==> config.mk <==
export PLATFORM = sky130hd
export DESIGN_NAME = sdram_pack
export DESIGN_NICKNAME = d
export VERILOG_FILES = /design/src/rtl/sdram_pack.sv
export SDC_FILE = /design/constraint.sdc
export NUM_CORES = 1
export LEC_CHECK = 0
export ABC_AREA = 0
export BUFFER_PORTS_ARGS = -buffer_cell sky130_fd_sc_hd__buf_2
export CORE_MARGIN = 2
export CORE_UTILIZATION = 35
export DETAILED_ROUTE_END_ITERATION = 10
export HOLD_SLACK_MARGIN = 0.12
export PLACE_DENSITY = 0.51
export SLEW_MARGIN = 20
export SYNTH_ARGS = -nofsm -noshare
export SYNTH_HDL_FRONTEND = slang
export SYNTH_SLANG_ARGS = --single-unit
==> constraint.sdc <==
create_clock -name iCLK -period 5 [get_ports iCLK]
set_clock_uncertainty 0.1 [all_clocks]
set_input_delay 0.75 -clock iCLK [delete_from_list [all_inputs] [get_ports iCLK]]
set_output_delay 0.75 -clock iCLK [all_outputs]
set_load 0.02 [all_outputs]
==> src/rtl/sdram_pack.sv <==
// Packs 12-bit RGB pixels into 32-bit SDRAM words (two 16-bit halves) and buffers them
// in a first-word-fall-through FIFO with overflow, per-frame pixel and frame-start counters.
module sdram_pack #(
   parameter int DEPTH = 8
) (
   input  logic        iCLK,
   input  logic        iRST,
   input  logic [11:0] iRed,
   input  logic [11:0] iGreen,
   input  logic [11:0] iBlue,
   input  logic        iDVAL,
   input  logic        iFVAL,
   input  logic        iREADY,
   output logic [31:0] oDATA,
   output logic        oVALID,
   output logic        oOVF,
   output logic [19:0] oPIX_CNT,
   output logic [7:0]  oFRAME_CNT
);

   localparam int AW = $clog2(DEPTH);
   localparam logic [AW:0] L_FULL = (AW+1)'(DEPTH);

   logic [31:0]   w_pack;
   logic [31:0]   r_stg_data;
   logic          r_stg_vld;
   logic [31:0]   r_mem [DEPTH];
   logic [AW-1:0] r_wr_ptr;
   logic [AW-1:0] r_rd_ptr;
   logic [AW:0]   r_cnt;
   logic          r_fval_q;
   logic          r_armed;
   logic          r_ovf;
   logic [19:0]   r_pix;
   logic [7:0]    r_frame;
   logic          w_full;
   logic          w_pop;
   logic          w_push;
   logic          w_start;
   logic          w_unused;

   assign w_pack   = {1'b0, iGreen[11:7], iBlue[11:2], 1'b0, iGreen[6:2], iRed[11:2]};
   assign w_unused = ^{iRed[1:0], iGreen[1:0], iBlue[1:0]};

   assign w_full  = (r_cnt == L_FULL);
   assign w_pop   = (r_cnt != '0) & iREADY;
   // a full FIFO still accepts a word when the head leaves on the same edge
   assign w_push  = r_stg_vld & (~w_full | w_pop);
   // r_armed blocks a false start when iFVAL is already high out of reset
   assign w_start = iFVAL & ~r_fval_q & r_armed;

   always_ff @(posedge iCLK) begin
      if (iDVAL)
         r_stg_data <= w_pack;
   end

   always_ff @(posedge iCLK) begin
      if (w_push)
         r_mem[r_wr_ptr] <= r_stg_data;
   end

   always_ff @(posedge iCLK or posedge iRST) begin
      if (iRST) begin
         r_stg_vld <= 1'b0;
         r_wr_ptr  <= '0;
         r_rd_ptr  <= '0;
         r_cnt     <= '0;
         r_ovf     <= 1'b0;
      end else begin
         r_stg_vld <= iDVAL;
         if (w_push)
            r_wr_ptr <= r_wr_ptr + AW'(1);
         if (w_pop)
            r_rd_ptr <= r_rd_ptr + AW'(1);
         case ({w_push, w_pop})
            2'b10:   r_cnt <= r_cnt + (AW+1)'(1);
            2'b01:   r_cnt <= r_cnt - (AW+1)'(1);
            default: r_cnt <= r_cnt;
         endcase
         if (r_stg_vld & ~w_push)
            r_ovf <= 1'b1;
      end
   end

   always_ff @(posedge iCLK or posedge iRST) begin
      if (iRST) begin
         r_fval_q <= 1'b0;
         r_armed  <= 1'b0;
         r_pix    <= '0;
         r_frame  <= '0;
      end else begin
         r_fval_q <= iFVAL;
         if (!iFVAL)
            r_armed <= 1'b1;
         if (w_start) begin
            r_frame <= r_frame + 8'd1;
            r_pix   <= {19'd0, w_push};
         end else if (w_push && (r_pix != '1)) begin
            r_pix <= r_pix + 20'd1;
         end
      end
   end

   assign oVALID     = (r_cnt != '0);
   assign oDATA      = r_mem[r_rd_ptr];
   assign oOVF       = r_ovf;
   assign oPIX_CNT   = r_pix;
   assign oFRAME_CNT = r_frame;

endmodule

==> reports/summary.txt, run 1 <==
Pwr/cell area: 585 nW/um2
Crit. End Element: output pin
EDFF count, synth: 270
Compound-Gate Fraction of Synth Area: 2.44%
Min Tclk post-route: 3700 ps
First-pass GRT wire length: 38.4 mm
Setup slack after layout: 1300 ps
Placed cell count: 1139
Combinational share of power: 24.7%
Top FF cell, synth: edfxtp_1
RSZ-0062 raised after global routing: false
Seq pwr share: 43.6%
Mapped cell area: 12100 um2
Most common cell after layout, fill and taps aside: edfxtp_1
Synth Register Bits: 312
Worst Path Max Fanout: 41
Mux contribution to synthesized area: 14.3%
CTS tree: built
Initial Utilization: 35.3%
YS warnings: 0
Worst hold path type: in2async
Simple-gate share of the synthesized area: 4.37%
Critical Path Source Type: flip-flop
First-pass DRT Iterations: 6
DRT iter0 DRCs: 303
Clk pwr share: 31.7%
Vias in the first global route: 6422
Met2 Resource Use GR: 25.0%
Routed Antenna Nets: 0
Initial antenna violation count: 0
Number of remaining DRC errors: 0
Share of synthesized flip-flops with an asynchronous set or reset: 13.5%
GRT Total Usage: 14.2%
TritonCTS buffer count: 37
# Post-CTS Setup Buffers: 0
Nets: 771
WL final: 25.5 mm
Synth Area in XOR/XNOR: 1.08%
Final core utilization: 42.1%
Final Cell Area: 14500 um2
Die width: 190 um
Die area: 36200 um2
IR drop worst, VDD: 235 uV
Fin crit share: 73.9%
Grt total ovfl: 0
R2R cell count: 5
Core Footprint: 34400 um2
Area after DPL: 13200 um2
WL/cell: 21.1 um
Via density per instance: 4.98
Crit path DAT: 2850 ps
Clk slew on worst S/H paths: 60 ps
Status: finished clean
Half-perimeter wire length after placement: 14.7 mm
Clk sink count: 312
FMAX: 0.271 GHz
Cell variety after synth: 56
Count of final hold-check violations: 0
Vias: 6003
Area delta synth->final: 19.0%
Share of layout cells above drive strength 1: 39.1%
Pre-CTS setup slack: 1760 ps
WP data required: 4150 ps
Post_cts resized: 0
Leak: 5.08 nW
Port Buffers: 94
Met1 Use GR: 17.8%
Setup Viol. Count Final: 0
Die Span Y: 190 um
Adder-Cell Fraction of Synth Area: 0.783%
Clock Latency Late Sink: 510 ps
Std cell rows: 68
Register area share after synthesis: 75.4%
Worst slew margin: 31.7%
ANT cells: 0
Worst r2r dst: r_mem[7][27]$_DFFE_PP_
Switching share of power: 29.6%
Hold_buf cts: 0
Worst slew pin tran: 1020 ps
CTS Root Cell: clkbuf_16
Gr busiest metal: met2
Crit Path Class: reg2out
Largest family of logic cells by synthesized area: multiplexers
Largest net degree at the start of global routing: 43
Placer Congestion: 0.728
Worst R2R Setup Slack: 2240 ps
Met3 GRT Util: 2.71%
Sw power: 2.50 mW
Mean Syn Cell Area: 20.3 um2
Crit Reg-Reg Startpoint: r_cnt[1]$_DFFE_PP0P_
Cell count after synthesis: 597
Max-cap violations: 0
Slew Limit Fails: 0
Fin cells: 1205
Setup TNS Final: 0 ps
CTS max path bufs: 3
Highest-count cells in the layout ignoring fill and taps: 270 x edfxtp_1, 94 x buf_2, 60 x mux4_2
Int Pwr: 5.96 mW
H-tree depth: 2
I/O pin total: 103
flip-flops by register name, summed over array words and instances (netlist names):
name,count
r_armed,1
oPIX_CNT,20
r_fval_q,1
r_rd_ptr,3
r_stg_data,30
r_cnt,4
r_wr_ptr,3
oOVF,1
oFRAME_CNT,8
r_mem,240
r_stg_vld,1
worst max-delay path, cell delays in order, from the launching register on:
cell     delay, ps
dfrtp_4       1020
buf_12         310
mux4_2         530
mux2_2         310
buf_2          170
logic make-up (layout without fill, tap and decap cells):
group / Yosys count / in the layout
multiplexers: 94 / 94
AO/OA/AOI/OAI: 38 / 38
AND/OR/NAND/NOR: 97 / 97
adder cells (fa/ha/maj): 7 / 7
other: 1 / 2
flip-flops: 312 / 312
XOR/XNOR: 15 / 15
buffers and inverters: 33 / 185
worst max path at each step:
stage	from	end	cells after the start
after floorplan	iREADY	r_mem[4][0]$_DFFE_PP_	3
after detailed placement	r_rd_ptr[0]$_DFFE_PP0N_	oDATA[21]	4
after global placement	r_rd_ptr[0]$_DFFE_PP0N_	oDATA[21]	4
after CTS	r_rd_ptr[0]$_DFFE_PP0N_	oDATA[21]	4
after global routing	r_rd_ptr[0]$_DFFE_PP0N_	oDATA[21]	4
final	r_rd_ptr[0]$_DFFE_PP0N_	oDATA[21]	4
Yosys cell counts (3+ instances only):
cell type  number  share of area (%)
xor2_1          3               0.22
edfxtp_1      270                 67
nand4_1         3               0.15
or2_2           3               0.15
buf_6           3               0.28
o211ai_1        7               0.43
ha_1            6               0.62
nand3_1         8               0.33
a21oi_1         6               0.25
buf_2           7               0.29
and3_1          5               0.26
a31oi_1         3               0.15
nand2_1        35                1.1
or3_1           5               0.26
and3_2          3               0.19
or4_1           7               0.43
clkbuf_1       11               0.34
mux2_2         32                3.0
o21ai_0         5               0.21
buf_1           3              0.093
inv_1           5               0.15
and4_1          3               0.22
o21a_1          3               0.19
nor4_1          3               0.15
dfrtp_1        42                8.7
mux4_2         60                 11
xnor2_1        12               0.87
nor2_1          7               0.22
per-stage QoR:
stage                     hold slack, ps  power, mW
after floorplan                      335       5.13
after global placement               342       5.84
after detailed placement             343       5.91
after CTS                            256       8.63
after global routing                 270       8.88
final                                280       8.46
final cells by class:
cell class / instances / area [um2]
fill: 3052 / 19900
tap: 455 / 569
inverter: 5 / 18.8
clock buffer: 42 / 987
clock inverter: 24 / 243
multi-input combinational: 253 / 2840
timing repair buffer: 114 / 633
sequential: 312 / 9170
power groups by stage:
stage | Clock [mW] | Sequential, mW | Combinational, mW
after floorplan | 0 | 3.49 | 1.65
after global placement | 0 | 3.72 | 2.12
after detailed placement | 0 | 3.76 | 2.15
after CTS | 2.76 | 3.71 | 2.16
after global routing | 2.86 | 3.76 | 2.25
final | 2.68 | 3.69 | 2.09
per-layer routing:
| layer | wire length, um | vias up |
|---|---|---|
| met5 | 0 | - |
| met4 | 532 | 0 |
| met3 | 1090 | 41 |
| met2 | 13000 | 147 |
| met1 | 10900 | 3137 |
| li1 | - | 2678 |
Note: power is estimated with default switching activity, not from simulation.
==> inputs of run 2 (changes only) <==
==> constraint.sdc (replaced) <==
create_clock -name iCLK -period 3.6 [get_ports iCLK]
set_clock_uncertainty 0.1 [all_clocks]
set_input_delay 0.54 -clock iCLK [delete_from_list [all_inputs] [get_ports iCLK]]
set_output_delay 0.54 -clock iCLK [all_outputs]
set_load 0.02 [all_outputs]
==> run 2 against run 1 <==
  * First-iteration DRC count grew 22%
  * Critical path depth is the same
  * Worst hold slack lost 140 ps
  * Final cell count grew 2.5%
  * Largest cell class unchanged
  * Highest routed layer is now met5
  * Die area is the same
  * Sequential power grew 36%
  * Critical path type unchanged
==> reports/summary.txt, run 2 (synthesized netlist as in run 1, its figures left out) <==
Status: finished clean
Initial antenna violation count: 1
Clock Latency Late Sink: 510 ps
Layout fillers: 3049
Nets: 802
Count of final hold-check violations: 0
WP data required: 2960 ps
TritonCTS buffer count: 35
Share of layout cells above drive strength 1: 37.7%
CTS tree: built
WP buf/inv: 2
Crit. End Element: output pin
Routed Antenna Nets: 0
WL/cell: 20.3 um
Die Span Y: 190 um
First-pass DRT Iterations: 5
Vias in the first global route: 6526
Area delta synth->final: 22.0%
Grt total ovfl: 0
Die area: 36200 um2
Crit Path Class: reg2out
Top reg by flops: r_mem
I/O pin total: 103
Highest-count cells in the layout ignoring fill and taps: 270 x edfxtp_1, 94 x buf_2, 60 x mux4_2
Worst hold path type: in2reg
CTS Root Cell: clkbuf_16
Vias: 6077
Leak: 5.21 nW
Slowest CP cell: dfrtp_4
Crit path DAT: 2570 ps
Half-perimeter wire length after placement: 14.5 mm
Pwr/cell area: 797 nW/um2
Worst Path Max Fanout: 25
Fin crit share: 89.1%
Std cell rows: 68
Final Cell Area: 14800 um2
First-pass GRT wire length: 38.5 mm
Core Footprint: 34400 um2
Worst slew pin tran: 1030 ps
# Post-CTS Setup Buffers: 0
Die width: 190 um
Placed cell count: 1142
Most common cell after layout, fill and taps aside: edfxtp_1
Number of remaining DRC errors: 0
ANT cells: 0
DRT iter0 DRCs: 371
Largest net degree at the start of global routing: 43
Max-cap violations: 0
GRT Total Usage: 14.2%
Min Tclk post-route: 3210 ps
Initial Utilization: 35.3%
Setup TNS Final: 0 ps
Slew Limit Fails: 0
IR drop worst, VDD: 401 uV
Port Buffers: 94
Setup Viol. Count Final: 0
Crit-path max cell delay: 790 ps
Largest register FFs: 240
Final core utilization: 43.1%
Placer Congestion: 0.763
Clk slew on worst S/H paths: 50 ps
Fin cells: 1235
CP top delay family: multiplexers
H-tree depth: 2
Critical Path Source Type: flip-flop
Via density per instance: 4.92
WL final: 25.1 mm
Worst slew margin: 31.6%
CTS max path bufs: 3
FMAX: 0.312 GHz
Clk sink count: 312
RSZ-0062 raised after global routing: false
Crit path cell chain: buf_4 -> mux4_2 -> mux2_2 -> buf_2
Area after DPL: 13300 um2
-- run 2: changes by cell type in the layout (fill, tap and decap cells not counted), moves of 2 or more --
| cell | previous run | this run |
|---|---|---|
| nor3b_4 | 0 | 2 |
| clkinv_2 | 9 | 5 |
| clkinv_1 | 8 | 4 |
| clkbuf_16 | 39 | 36 |
| dlygate4sd3_1 | 0 | 30 |
| clkbuf_1 | 3 | 6 |
| nor4b_4 | 0 | 2 |
| buf_12 | 1 | 3 |
| nor4b_2 | 2 | 0 |
| clkinvlp_4 | 0 | 3 |
| nor3b_2 | 2 | 0 |
-- run 2: what timing repair did --
action	4_1_cts	5_1_grt
endpoints found under the setup margin	0	0
gates resized for setup	0	0
hold endpoints to repair	70	2
hold buffers	28	2
-- run 2: stage by stage --
| step | hold slack, ps | setup WS [ps] | power, mW |
|---|---|---|---|
| after floorplan | 335 | 151 | 7.14 |
| after global placement | 349 | 890 | 8.23 |
| after detailed placement | 348 | 889 | 8.30 |
| after CTS | 121 | 311 | 12.0 |
| final | 140 | 392 | 11.8 |
| after global routing | 126 | 242 | 12.4 |
-- run 2: power by group --
part	internal, mW	switching (mW)	total, mW
Clock	2.27	1.38	3.66
Combinational	1.51	1.61	3.12
Sequential	4.52	0.501	5.02
-- run 2: final cells by class --
cell class | count | area [um2] | area share [%]
clock buffers | 42 | 923 | 6.23
clock inverters | 21 | 277 | 1.87
inverters | 5 | 18.8 | 0.127
multi-input cells | 253 | 2880 | 19.5
flip-flops and latches | 312 | 9170 | 61.9
well taps | 455 | 569 | 3.84
repair buffers | 147 | 981 | 6.62
-- run 2: worst paths after layout --
| kind | cells after the start | end | startpoint | slack [ps] |
|---|---|---|---|---|
| worst min-delay path | 1 | r_stg_data[30]$_DFFE_PP_ | iGreen[11] | 140 |
| worst max register to register | 9 | r_cnt[3]$_DFFE_PP0P_ | r_cnt[0]$_DFFE_PP0P_ | 930 |
| worst min register to register | 1 | oOVF$_DFFE_PP0P_ | oOVF$_DFFE_PP0P_ | 350 |
| worst max-delay path | 4 | oDATA[16] | r_rd_ptr[0]$_DFFE_PP0N_ | 390 |
| min in group asynchronous | 4 | oOVF$_DFFE_PP0P_ | iRST | 620 |
| max in group asynchronous | 4 | r_rd_ptr[0]$_DFFE_PP0N_ | iRST | 2350 |
-- run 2: metal layers --
metal | GRT usage (%) | vias up | share of wire [%] | routed length (um)
met5 | 0 | - | 0.040 | 10
met4 | 4.03 | 2 | 2.1 | 524
met3 | 3.00 | 34 | 4.5 | 1120
met2 | 24.5 | 128 | 50 | 12600
met1 | 18.2 | 3178 | 43 | 10900
li1 | - | 2735 | - | -
==> inputs of run 3 (changes only) <==
--- a/config.mk
+++ b/config.mk
@@ -7,11 +7,13 @@
 export LEC_CHECK = 0
 export ABC_AREA = 0
 export BUFFER_PORTS_ARGS = -buffer_cell sky130_fd_sc_hd__buf_2
+export CELL_PAD_IN_SITES_DETAIL_PLACEMENT = 2
+export CELL_PAD_IN_SITES_GLOBAL_PLACEMENT = 2
 export CORE_MARGIN = 2
 export CORE_UTILIZATION = 35
 export DETAILED_ROUTE_END_ITERATION = 10
 export HOLD_SLACK_MARGIN = 0.12
-export PLACE_DENSITY = 0.51
+export PLACE_DENSITY = 0.63
 export SLEW_MARGIN = 20
 export SYNTH_ARGS = -nofsm -noshare
 export SYNTH_HDL_FRONTEND = slang
==> run 3 against run 2 <==
  * Setup slack improved by 120 ps
  * Non-clock buffer count fell by 3
  * Sequential share of layout area is 0.71 points higher
==> reports/summary.txt, run 3 (synthesized netlist as in run 1, its figures left out) <==
Status: finished clean
CP top delay family: multiplexers
Crit path cell chain: buf_4 -> mux4_2 -> mux2_2 -> buf_2
First-pass GRT wire length: 44.3 mm
Routed Antenna Nets: 0
Clock Latency Late Sink: 500 ps
Pwr/cell area: 790 nW/um2
WL/cell: 23.8 um
Slowest CP cell: mux4_2
Share of layout cells above drive strength 1: 37.9%
Largest register FFs: 240
Tot Pwr: 11.6 mW
ANT cells: 0
Max-cap violations: 0
WP data required: 2960 ps
DRT iter0 DRCs: 345
Final core utilization: 42.6%
RSZ-0062 raised after global routing: false
Most common cell after layout, fill and taps aside: edfxtp_1
Initial antenna violation count: 0
FF+latch area: 9170 um2
Setup Viol. Count Final: 0
Vias in the first global route: 6974
Fin crit share: 85.9%
Worst slew pin tran: 1060 ps
Crit. End Element: output pin
FMAX: 0.323 GHz
Top reg by flops: r_mem
Critical Path Source Type: flip-flop
Clk slew on worst S/H paths: 60 ps
Area of the multi-input gates: 2880 um2
TritonCTS buffer count: 35
Die Span Y: 190 um
Crit Path Class: reg2out
CTS tree: built
Core Footprint: 34400 um2
Worst slew margin: 29.5%
Die width: 190 um
IR drop worst, VDD: 469 uV
Post_cts resized: 0
First-pass DRT Iterations: 6
Crit-path max cell delay: 590 ps
Via density per instance: 5.03
Largest net degree at the start of global routing: 43
I/O pin total: 103
Clk sink count: 312
Number of remaining DRC errors: 0
Half-perimeter wire length after placement: 18.3 mm
Placed cell count: 1142
Port Buffers: 94
Fin cells: 1230
GRT Total Usage: 16.5%
Slew Limit Fails: 0
Count of final hold-check violations: 0
Std cell rows: 68
WL final: 29.2 mm
Leak: 5.14 nW
Worst hold path type: in2reg
Area delta synth->final: 20.6%
Layout fillers: 3229
Highest-count cells in the layout ignoring fill and taps: 270 x edfxtp_1, 94 x buf_2, 60 x mux4_2
Nets: 799
Min Tclk post-route: 3090 ps
Grt total ovfl: 0
# Post-CTS Setup Buffers: 0
Die area: 36200 um2
CTS Root Cell: clkbuf_16
Crit path DAT: 2450 ps
Worst Path Max Fanout: 26
Placer Congestion: 0.737
Vias: 6192
H-tree depth: 2
Setup TNS Final: 0 ps
WP buf/inv: 2
Initial Utilization: 35.3%
CTS max path bufs: 3
-- run 3: final timing paths --
check / from / to / slack [ps] / depth (start not counted)
setup / recovery: r_rd_ptr[0]$_DFFE_PP0N_ / oDATA[24] / 510 / 4
hold / removal: iRed[8] / r_stg_data[6]$_DFFE_PP_ / 140 / 1
setup reg to reg: r_cnt[0]$_DFFE_PP0P_ / r_cnt[3]$_DFFE_PP0P_ / 910 / 9
hold reg to reg: oOVF$_DFFE_PP0P_ / oOVF$_DFFE_PP0P_ / 370 / 1
max in group asynchronous: iRST / r_rd_ptr[0]$_DFFE_PP0N_ / 2310 / 4
min in group asynchronous: iRST / oFRAME_CNT[7]$_DFFE_PP0P_ / 640 / 4
-- run 3: where the power goes --
part           switching [mW]  internal (mW)  total [mW]
sequential              0.393           4.53        4.92
combinational            1.84           1.50        3.34
clock                    1.39           1.93        3.32
total                    3.62           7.96        11.6
-- run 3: routing by layer --
layer	wire length (um)	part of all wire [%]	vias up	track usage, %
met2	15400	53	118	29.9
met5	0	0	-	0
met1	12400	42	3303	20.8
met3	946	3.2	45	2.65
met4	495	1.7	0	3.88
li1	-	-	2726	-
-- run 3: final cells by class --
type                            count  share of cell area [%]
Inverter                            5                   0.128
Clock inverter                     16                   0.811
Timing Repair Buffer              144                    6.49
Clock buffer                       45                    6.44
Sequential cell                   312                    62.6
Tap cell                          455                    3.89
Multi-Input combinational cell    253                    19.7
-- run 3: per-stage QoR --
step           cell area [um2]  setup WS [ps]  hold slack, ps
2_1_floorplan            12200            151             335
3_3_place_gp             13300            959             345
3_5_place_dp             13300            896             349
4_1_cts                  14700            443             122
5_1_grt                  14700            356             123
6_report                 14700            509             141
-- run 3: repair_timing --
item | in CTS | in global routing
hold endpoints to repair | 68 | 0
endpoints found under the setup margin | 0 | 0
hold buffers | 27 | 0
